==> src/rtl/lc4_limb_alu.sv <==
// lc4_limb_alu: limb-serial wide-word add / subtract / negate unit.
//
// One LIMB_W-bit limb is processed per cycle, least significant limb first.
// The carry ripples between limbs through a register.
// A run is started with i_start while idle.
// o_done pulses for one cycle NLIMB cycles after the accepting edge.
//
// Ports
//   clk, rst   rising-edge clock, asynchronous active-high reset
//   i_start    request, sampled only when idle
//   i_mode     00 ADD, 01 SUB, 10 TCS (negate), 11 TCDH (conditional complement)
//   i_a, i_b   operands, sampled on the accepting edge
//   i_carry    ADD carry-in / TCDH complement selector
//   o_busy     high while limbs are being processed
//   o_done     one-cycle completion pulse
//   o_result   result, stable while o_busy is low
//   o_carry    carry out of the most significant limb (SUB: 1 means A >= B)
//   o_zero     result-is-zero flag
//
// Optional feature: define LIMB_ALU_ZFLAG_EN to build the zero flag.
// Without it, o_zero is tied low.
module lc4_limb_alu #(
  parameter int unsigned WORD_SIZE = 256,
  parameter int unsigned LIMB_W    = 32
) (
  input  logic                 clk,
  input  logic                 rst,
  input  logic                 i_start,
  input  logic [1:0]           i_mode,
  input  logic [WORD_SIZE-1:0] i_a,
  input  logic [WORD_SIZE-1:0] i_b,
  input  logic                 i_carry,
  output logic                 o_busy,
  output logic                 o_done,
  output logic [WORD_SIZE-1:0] o_result,
  output logic                 o_carry,
  output logic                 o_zero
);

  localparam int unsigned NLIMB = WORD_SIZE / LIMB_W;
  localparam int unsigned CntW  = (NLIMB > 1) ? $clog2(NLIMB) : 1;
  localparam logic [CntW-1:0] LastCnt = CntW'(NLIMB - 1);

  typedef enum logic {StIdle, StRun} state_e;

  state_e               state_q, state_d;
  logic [WORD_SIZE-1:0] x_q, x_d, y_q, y_d, result_q, result_d;
  logic [CntW-1:0]      cnt_q, cnt_d;
  logic                 c_q, c_d, busy_q, busy_d, done_q, done_d, carry_q, carry_d;

  logic [LIMB_W-1:0]    limb;
  logic                 c_sum;
  logic [WORD_SIZE-1:0] limb_top;
  logic                 accept, last_limb, running;

  assign {c_sum, limb} = {1'b0, x_q[LIMB_W-1:0]} + {1'b0, y_q[LIMB_W-1:0]}
                         + {{LIMB_W{1'b0}}, c_q};
  // The new limb enters at the top, so after NLIMB shifts limb 0 sits at the bottom.
  assign limb_top  = WORD_SIZE'(limb) << (WORD_SIZE - LIMB_W);
  assign accept    = (state_q == StIdle) && i_start;
  assign running   = (state_q == StRun);
  assign last_limb = running && (cnt_q == LastCnt);

  always_comb begin
    state_d  = state_q;
    x_d      = x_q;
    y_d      = y_q;
    c_d      = c_q;
    cnt_d    = cnt_q;
    result_d = result_q;
    busy_d   = busy_q;
    done_d   = 1'b0;
    carry_d  = carry_q;
    unique case (state_q)
      StIdle: begin
        if (i_start) begin
          state_d = StRun;
          busy_d  = 1'b1;
          cnt_d   = '0;
          unique case (i_mode)
            2'b00: begin x_d = i_a;  y_d = i_b;  c_d = i_carry; end
            2'b01: begin x_d = i_a;  y_d = ~i_b; c_d = 1'b1;    end
            2'b10: begin x_d = ~i_a; y_d = '0;   c_d = 1'b1;    end
            default: begin x_d = ~i_a; y_d = '0; c_d = i_carry; end
          endcase
        end
      end
      StRun: begin
        x_d      = x_q >> LIMB_W;
        y_d      = y_q >> LIMB_W;
        c_d      = c_sum;
        result_d = (result_q >> LIMB_W) | limb_top;
        cnt_d    = cnt_q + 1'b1;
        if (cnt_q == LastCnt) begin
          state_d = StIdle;
          busy_d  = 1'b0;
          done_d  = 1'b1;
          carry_d = c_sum;
        end
      end
      default: state_d = StIdle;
    endcase
  end

  always_ff @(posedge clk or posedge rst) begin
    if (rst) begin
      state_q  <= StIdle;
      x_q      <= '0;
      y_q      <= '0;
      c_q      <= 1'b0;
      cnt_q    <= '0;
      result_q <= '0;
      busy_q   <= 1'b0;
      done_q   <= 1'b0;
      carry_q  <= 1'b0;
    end else begin
      state_q  <= state_d;
      x_q      <= x_d;
      y_q      <= y_d;
      c_q      <= c_d;
      cnt_q    <= cnt_d;
      result_q <= result_d;
      busy_q   <= busy_d;
      done_q   <= done_d;
      carry_q  <= carry_d;
    end
  end

`ifdef LIMB_ALU_ZFLAG_EN
  // The accumulator stays high only while every limb produced so far is zero.
  logic zacc_q, zacc_d, zero_q, zero_d;

  always_comb begin
    zacc_d = zacc_q;
    zero_d = zero_q;
    if (accept) begin
      zacc_d = 1'b1;
    end else if (running) begin
      zacc_d = zacc_q & (limb == '0);
      if (last_limb) zero_d = zacc_q & (limb == '0);
    end
  end

  always_ff @(posedge clk or posedge rst) begin
    if (rst) begin
      zacc_q <= 1'b0;
      zero_q <= 1'b0;
    end else begin
      zacc_q <= zacc_d;
      zero_q <= zero_d;
    end
  end

  assign o_zero = zero_q;
`else
  assign o_zero = 1'b0;
`endif

  assign o_busy   = busy_q;
  assign o_done   = done_q;
  assign o_result = result_q;
  assign o_carry  = carry_q;

endmodule

==> config.mk <==
export PLATFORM = sky130hd
export DESIGN_NAME = lc4_limb_alu
export DESIGN_NICKNAME = d
export VERILOG_FILES = /design/src/rtl/lc4_limb_alu.sv
export SDC_FILE = /design/constraint.sdc
export NUM_CORES = 2
export LEC_CHECK = 0
export BUFFER_PORTS_ARGS = -buffer_cell sky130_fd_sc_hd__buf_2
export CORE_MARGIN = 3
export CORE_UTILIZATION = 43
export DETAILED_ROUTE_END_ITERATION = 10
export PLACE_DENSITY = 0.66
export SETUP_SLACK_MARGIN = 0.2
export SLEW_MARGIN = 20
export SYNTH_ARGS = -nofsm -noshare
export SYNTH_HDL_FRONTEND = slang
export SYNTH_SLANG_ARGS = --single-unit
export TNS_END_PERCENT = 10
==> constraint.sdc <==
create_clock -name clk -period 29.7 [get_ports clk]
set_clock_uncertainty 0.15 [all_clocks]
set_input_delay 1.485 -clock clk [delete_from_list [all_inputs] [get_ports clk]]
set_output_delay 1.485 -clock clk [all_outputs]
set_load 0.03 [all_outputs]
-- Word-level counts from Yosys, hierarchy flattened
Cells that the tools add are included.
- $add $sub $neg: 3
- equality and inequality tests: 5
- muxes and demuxes: 19
- bitwise logic cells: 4
- reduce and logical (&&, ||, !) cells: 5
- operators by type and width (operator ; number):
    case mux 256 bit (2 select lines) ; 3
    2-to-1 mux 256 bit ; 3
    inverter 256 bit ; 2
    bitwise OR 224 x 256 -> 256 bit ; 1
    adder 32 x 32 -> 33 bit ; 1
    adder 33 x 1 -> 33 bit ; 1
    2-to-1 mux 1 bit ; 8
    case mux 1 bit (2 select lines) ; 3
    case mux 3 bit (2 select lines) ; 1
    AND reduction 2 bit ; 2
    OR reduction 2 bit ; 2
    adder 3 x 1 -> 3 bit (second input constant) ; 1
    == test 3 bit (second input constant) ; 1
    2-to-1 mux 3 bit ; 1
    == test 2 x 1 -> 1 bit (second input constant) ; 1
    == test 2 bit (second input constant) ; 1
    logical NOT 2 bit ; 1
    inequality test 2 x 1 -> 1 bit (second input constant) ; 1
    inequality test 2 bit (second input constant) ; 1
    inverter 1 bit ; 1
- register bits: 776
- input port bits: 518
- output and inout port bits: 260
- word-level logic and storage cells: 45

-- Longest topological paths before layout
- word-level depth: 5
- gate-level depth with buffers: 10
- depth with buffers taken out: 9

-- Least setup slack after synthesis
Ideal clock, no wire load.
- kind: input -> register
- start: in i_mode[1]
- end: reg x_q[141]
- library setup time: 0.133 ns
- arrival: 2.827 ns
- data required time: 29.417 ns
- path slack: 26.590 ns
- stages: 10
- buffers on the path: 3
- cell sequence: inv_1 ha_1 clkbuf_1 nor2_1 clkbuf_1 buf_2 xnor2_1 nand2_1 o21ai_0 o21ai_0
- longest elaborated chain between the ends: 5
- elaborated cells between the ends (all ways): 6
- classes of those cells: 1 x eq/ne; 3 x mux; 2 x reduce/logical
- ends and longest elaborated chain (element ; line ; text):
    start: declaration ; 29 ; input logic [1:0] i_mode,
    == test 2 x 1 -> 1 bit / logical NOT 2 bit (equally long branches) ; 80 ; unique case (i_mode)
    OR reduction 2 bit (no line) * ; - ;
    2-to-1 mux 256 bit * ; - ;
    2-to-1 mux 256 bit * ; 76 ; if (i_start) begin
    case mux 256 bit (2 select lines) * ; 74 ; unique case (state_q)
    end signal: assignment ; 108 ; x_q <= '0;
    end signal: assignment ; 118 ; x_q <= x_d;
    end: declaration ; 47 ; logic [WORD_SIZE-1:0] x_q, x_d, y_q, y_d, result_q, result_d;
Every way passes the cells marked *; elsewhere a longest branch is shown, timed or not. The select of a mux whose other input is x is not followed.
A chain may end at the register's enable or synchronous reset.

-- Worst setup path after layout
- start: reg state_q, in the netlist running
- end: reg y_q[142]
- longest elaborated chain between the ends: 2
- elaborated cells between the ends (all ways): 3
- classes of those cells: 1 x eq/ne; 1 x mux; 1 x bitwise
- ends and longest elaborated chain (element ; line ; text):
    start: declaration ; 46 ; state_e state_q, state_d;
    start signal: assignment ; 107 ; state_q <= StIdle;
    start signal: assignment ; 117 ; state_q <= state_d;
    inverter 1 bit ; - ;
    case mux 256 bit (2 select lines) / inequality test 2 bit (equally long branches) ; - ;
    end signal: assignment ; 119 ; y_q <= y_d;
    end: declaration ; 47 ;
Parallel ways exist; a longest one is shown, timed or not.

==> impl_metrics.tcl <==
set metrics [dict create \
    run_status "finished clean" \
    cts_setup_buffers 0 \
    synthArstFlopShare_pct 100 \
    routed_wl_um 126000 \
    io_pins 778 \
    synth_nets 4637 \
    clkTransAtPathRegs_ns 0.06 \
    numCtsBuffers 84 \
    period_minus_slack_ns 5.89 \
    rsz0062_at_grt "no" \
    synth-seq-area-share_pct 49.9 \
    ys_warn_count 0 \
    place_congestion 0.884 \
    drt-vias-per-instance 5.33 \
    synth_edf_count 0 \
    cp-end-kind "flip-flop" \
    maxSlewHeadroom_pct 23.2 \
    antenna_left 0 \
    syn_avg_cell_area_um2 9.53 \
    tightest_slew_ns 1.15 \
    place_ws_ns 23.86 \
    peakVddDrop_uv 76.4 \
    dr_total_vias 31400 \
    cp.required_ns 30.03 \
    die_area_um2 94100 \
    hpwl_um 89800 \
    cp.arrival_ns 6.21 \
    synth_top_area_cell "dfrtp_1" \
    dr.pass1.iters 5 \
    reg2regPathDepth 6 \
    clk_latency_ns 0.65 \
    die_y_um 307 \
    fill_cells 8197 \
    slew_viol_final 0 \
    synth_flop_cell "dfrtp_1" \
    core_area_um2 89100 \
    ctsResizeCount 0 \
    synth_cell_types 51 \
    ys_ff_latch 776 \
    dieWidth_um 307 \
    finalSetupViolCount 0 \
    fin_setup_tns_ns 0 \
    p_per_area_nw_per_um2 103 \
    cts_root_buf "clkbuf_16" \
    worstSetupPathType "flip-flop to flip-flop" \
    hold_viol_final 0 \
    post-route-period-util_pct 19.8 \
    maxCapViolations 0 \
    synth.area.top_cells "dfrtp_1 50%, o21ai_0 12%, nand2_1 8.9%, mux2_2 7.2%, mux2i_1 6.6%" \
    cts_num_sinks 776 \
    cts_tree "done" \
    first_iter_violations 2918 \
    drc 0 \
    leakage_nw 22.0 \
    worstSetupStartpointType "flip-flop" \
    synth_top_area_share_pct 49.9 \
    wl_per_cell_um 21.4 \
    postCtsHoldBufs 0 \
    r2r_start "running" \
    clock_path_buffers 3 \
    grt_max_degree 283 \
    fin_ws_ns 23.81 \
    rows 109 \
    worstSetupStartpoint "running" \
    area_growth_pct 18.7 \
    grt_pass1_vias 29900 \
    start_util_pct 43.7 \
    synthCells 4082 \
    r2r_end "y_q[142]" \
    h-tree-depth 3 \
    endpoint "y_q[142]" \
    worst_hold_startpoint "x_q[64]" \
    fin_nets 5187 \
    drive_gt1_share_pct 25.7 \
    hold_class "flip-flop to flip-flop" \
    syn_area_um2 38900 \
    path_max_fanout 107 \
    track_usage_pct 25.8 \
    io_buffers 776 \
    antenna_found_initial 32 \
    overflow 0 \
    fmaxAchievable_mhz 170 \
    ff2ff_setup_slack_ns 23.81 \
    grt_pass1_wl_um 187000 \
]
[synthesized netlist by cell type (13+ instances only)]
| library cell | n |
|---|---|
| a211oi_1 | 73 |
| a21oi_1 | 34 |
| buf_1 | 14 |
| buf_2 | 64 |
| clkbuf_1 | 263 |
| dfrtp_1 | 776 |
| ha_1 | 35 |
| mux2_2 | 248 |
| mux2i_1 | 257 |
| nand2_1 | 923 |
| nor2_1 | 87 |
| o21ai_0 | 920 |
| xnor2_1 | 270 |
| xor2_1 | 13 |
[state kept, by name, summed over array words and instances, names as in the netlist, 3 cells and up]
| name | cells |
|---|---|
| cnt_q | 3 |
| o_result | 256 |
| x_q | 256 |
| y_q | 256 |
[power by group]
part | leakage (nW) | internal (mW) | switching [mW]
clock network | 1.42 | 0.632 | 0.454
logic | 10.6 | 0.658 | 1.14
registers | 10.0 | 1.50 | 0.365
total | 22.0 | 2.79 | 1.96
[placed cells by master (no fill, tap or decap), types with 13 or more instances in the layout]
cell type | netlist | final
nand2_1 | 923 | 923
o21ai_0 | 920 | 920
dfrtp_1 | 776 | 775
buf_2 | 64 | 775
xnor2_1 | 270 | 270
mux2i_1 | 257 | 257
mux2_2 | 248 | 248
nor2_1 | 87 | 86
clkbuf_16 | 0 | 86
a211oi_1 | 73 | 73
a21oi_1 | 34 | 34
ha_1 | 35 | 33
buf_4 | 3 | 23
clkbuf_8 | 0 | 21
clkinv_2 | 0 | 18
diode_2 | 0 | 14
xor2_1 | 13 | 13
[metrics by stage]
step           area, um^2  std cells  hold slack (ns)  util, %  power, mW
2_1_floorplan       38900       4082            0.295        -       3.04
3_3_place_gp        43200       5710            0.302     48.5       3.64
3_5_place_dp        43200       5710            0.308     48.5       3.68
4_1_cts             46100       5864            0.319     51.8       4.78
5_1_grt             46100       5869            0.333     51.8       5.03
6_report            46200       5879            0.312     51.8       4.75
[worst max-delay path, stage by stage, from the launching register on]
cell,delay (ns)
dfrtp_4,1.09
buf_4,0.96
buf_4,0.78
buf_4,0.84
buf_4,0.73
buf_4,0.75
o21ai_0,0.23
[worst min-delay path by stage]
stage               slack (ns)        to  cells after the start
detailed placement        0.31   x_q[32]                      2
global placement          0.30   x_q[72]                      2
global route              0.33  x_q[173]                      2
finish                    0.31   x_q[32]                      2
floorplan                 0.29    x_q[0]                      2
CTS                       0.32   y_q[53]                      2
[cell type report]
class	count	area [um^2]	area share (%)
sequential	776	19400	42.1
multi-input combinational	2952	18100	39.2
timing repair buffer	808	4230	9.16
clock buffer	117	2480	5.37
tap	1165	1460	3.16
clock inverter	37	408	0.883
inverter	10	45.0	0.0976
antenna	14	35.0	0.0759
[kinds of logic after synthesis]
family	synth area share, %
AOI/OAI and AO/OA	14.6
and+or+nand+nor	10.4
DFF	49.9
muxes	13.8
buffers and inverters	3.65
xor gates and xnor gates	6.37
adders and majority gates	1.23
other	0.00964
[routing by layer]
layer / GRT usage (%) / up-vias / wire length (um)
met1: 34.3 / 15200 / 54000
met2: 42.7 / 932 / 60100
li1: - / 15000 / -
met4: 7.79 / 40 / 3630
met3: 5.28 / 186 / 7830
met5: 0 / - / 276
(Power assumes the default switching activity.)
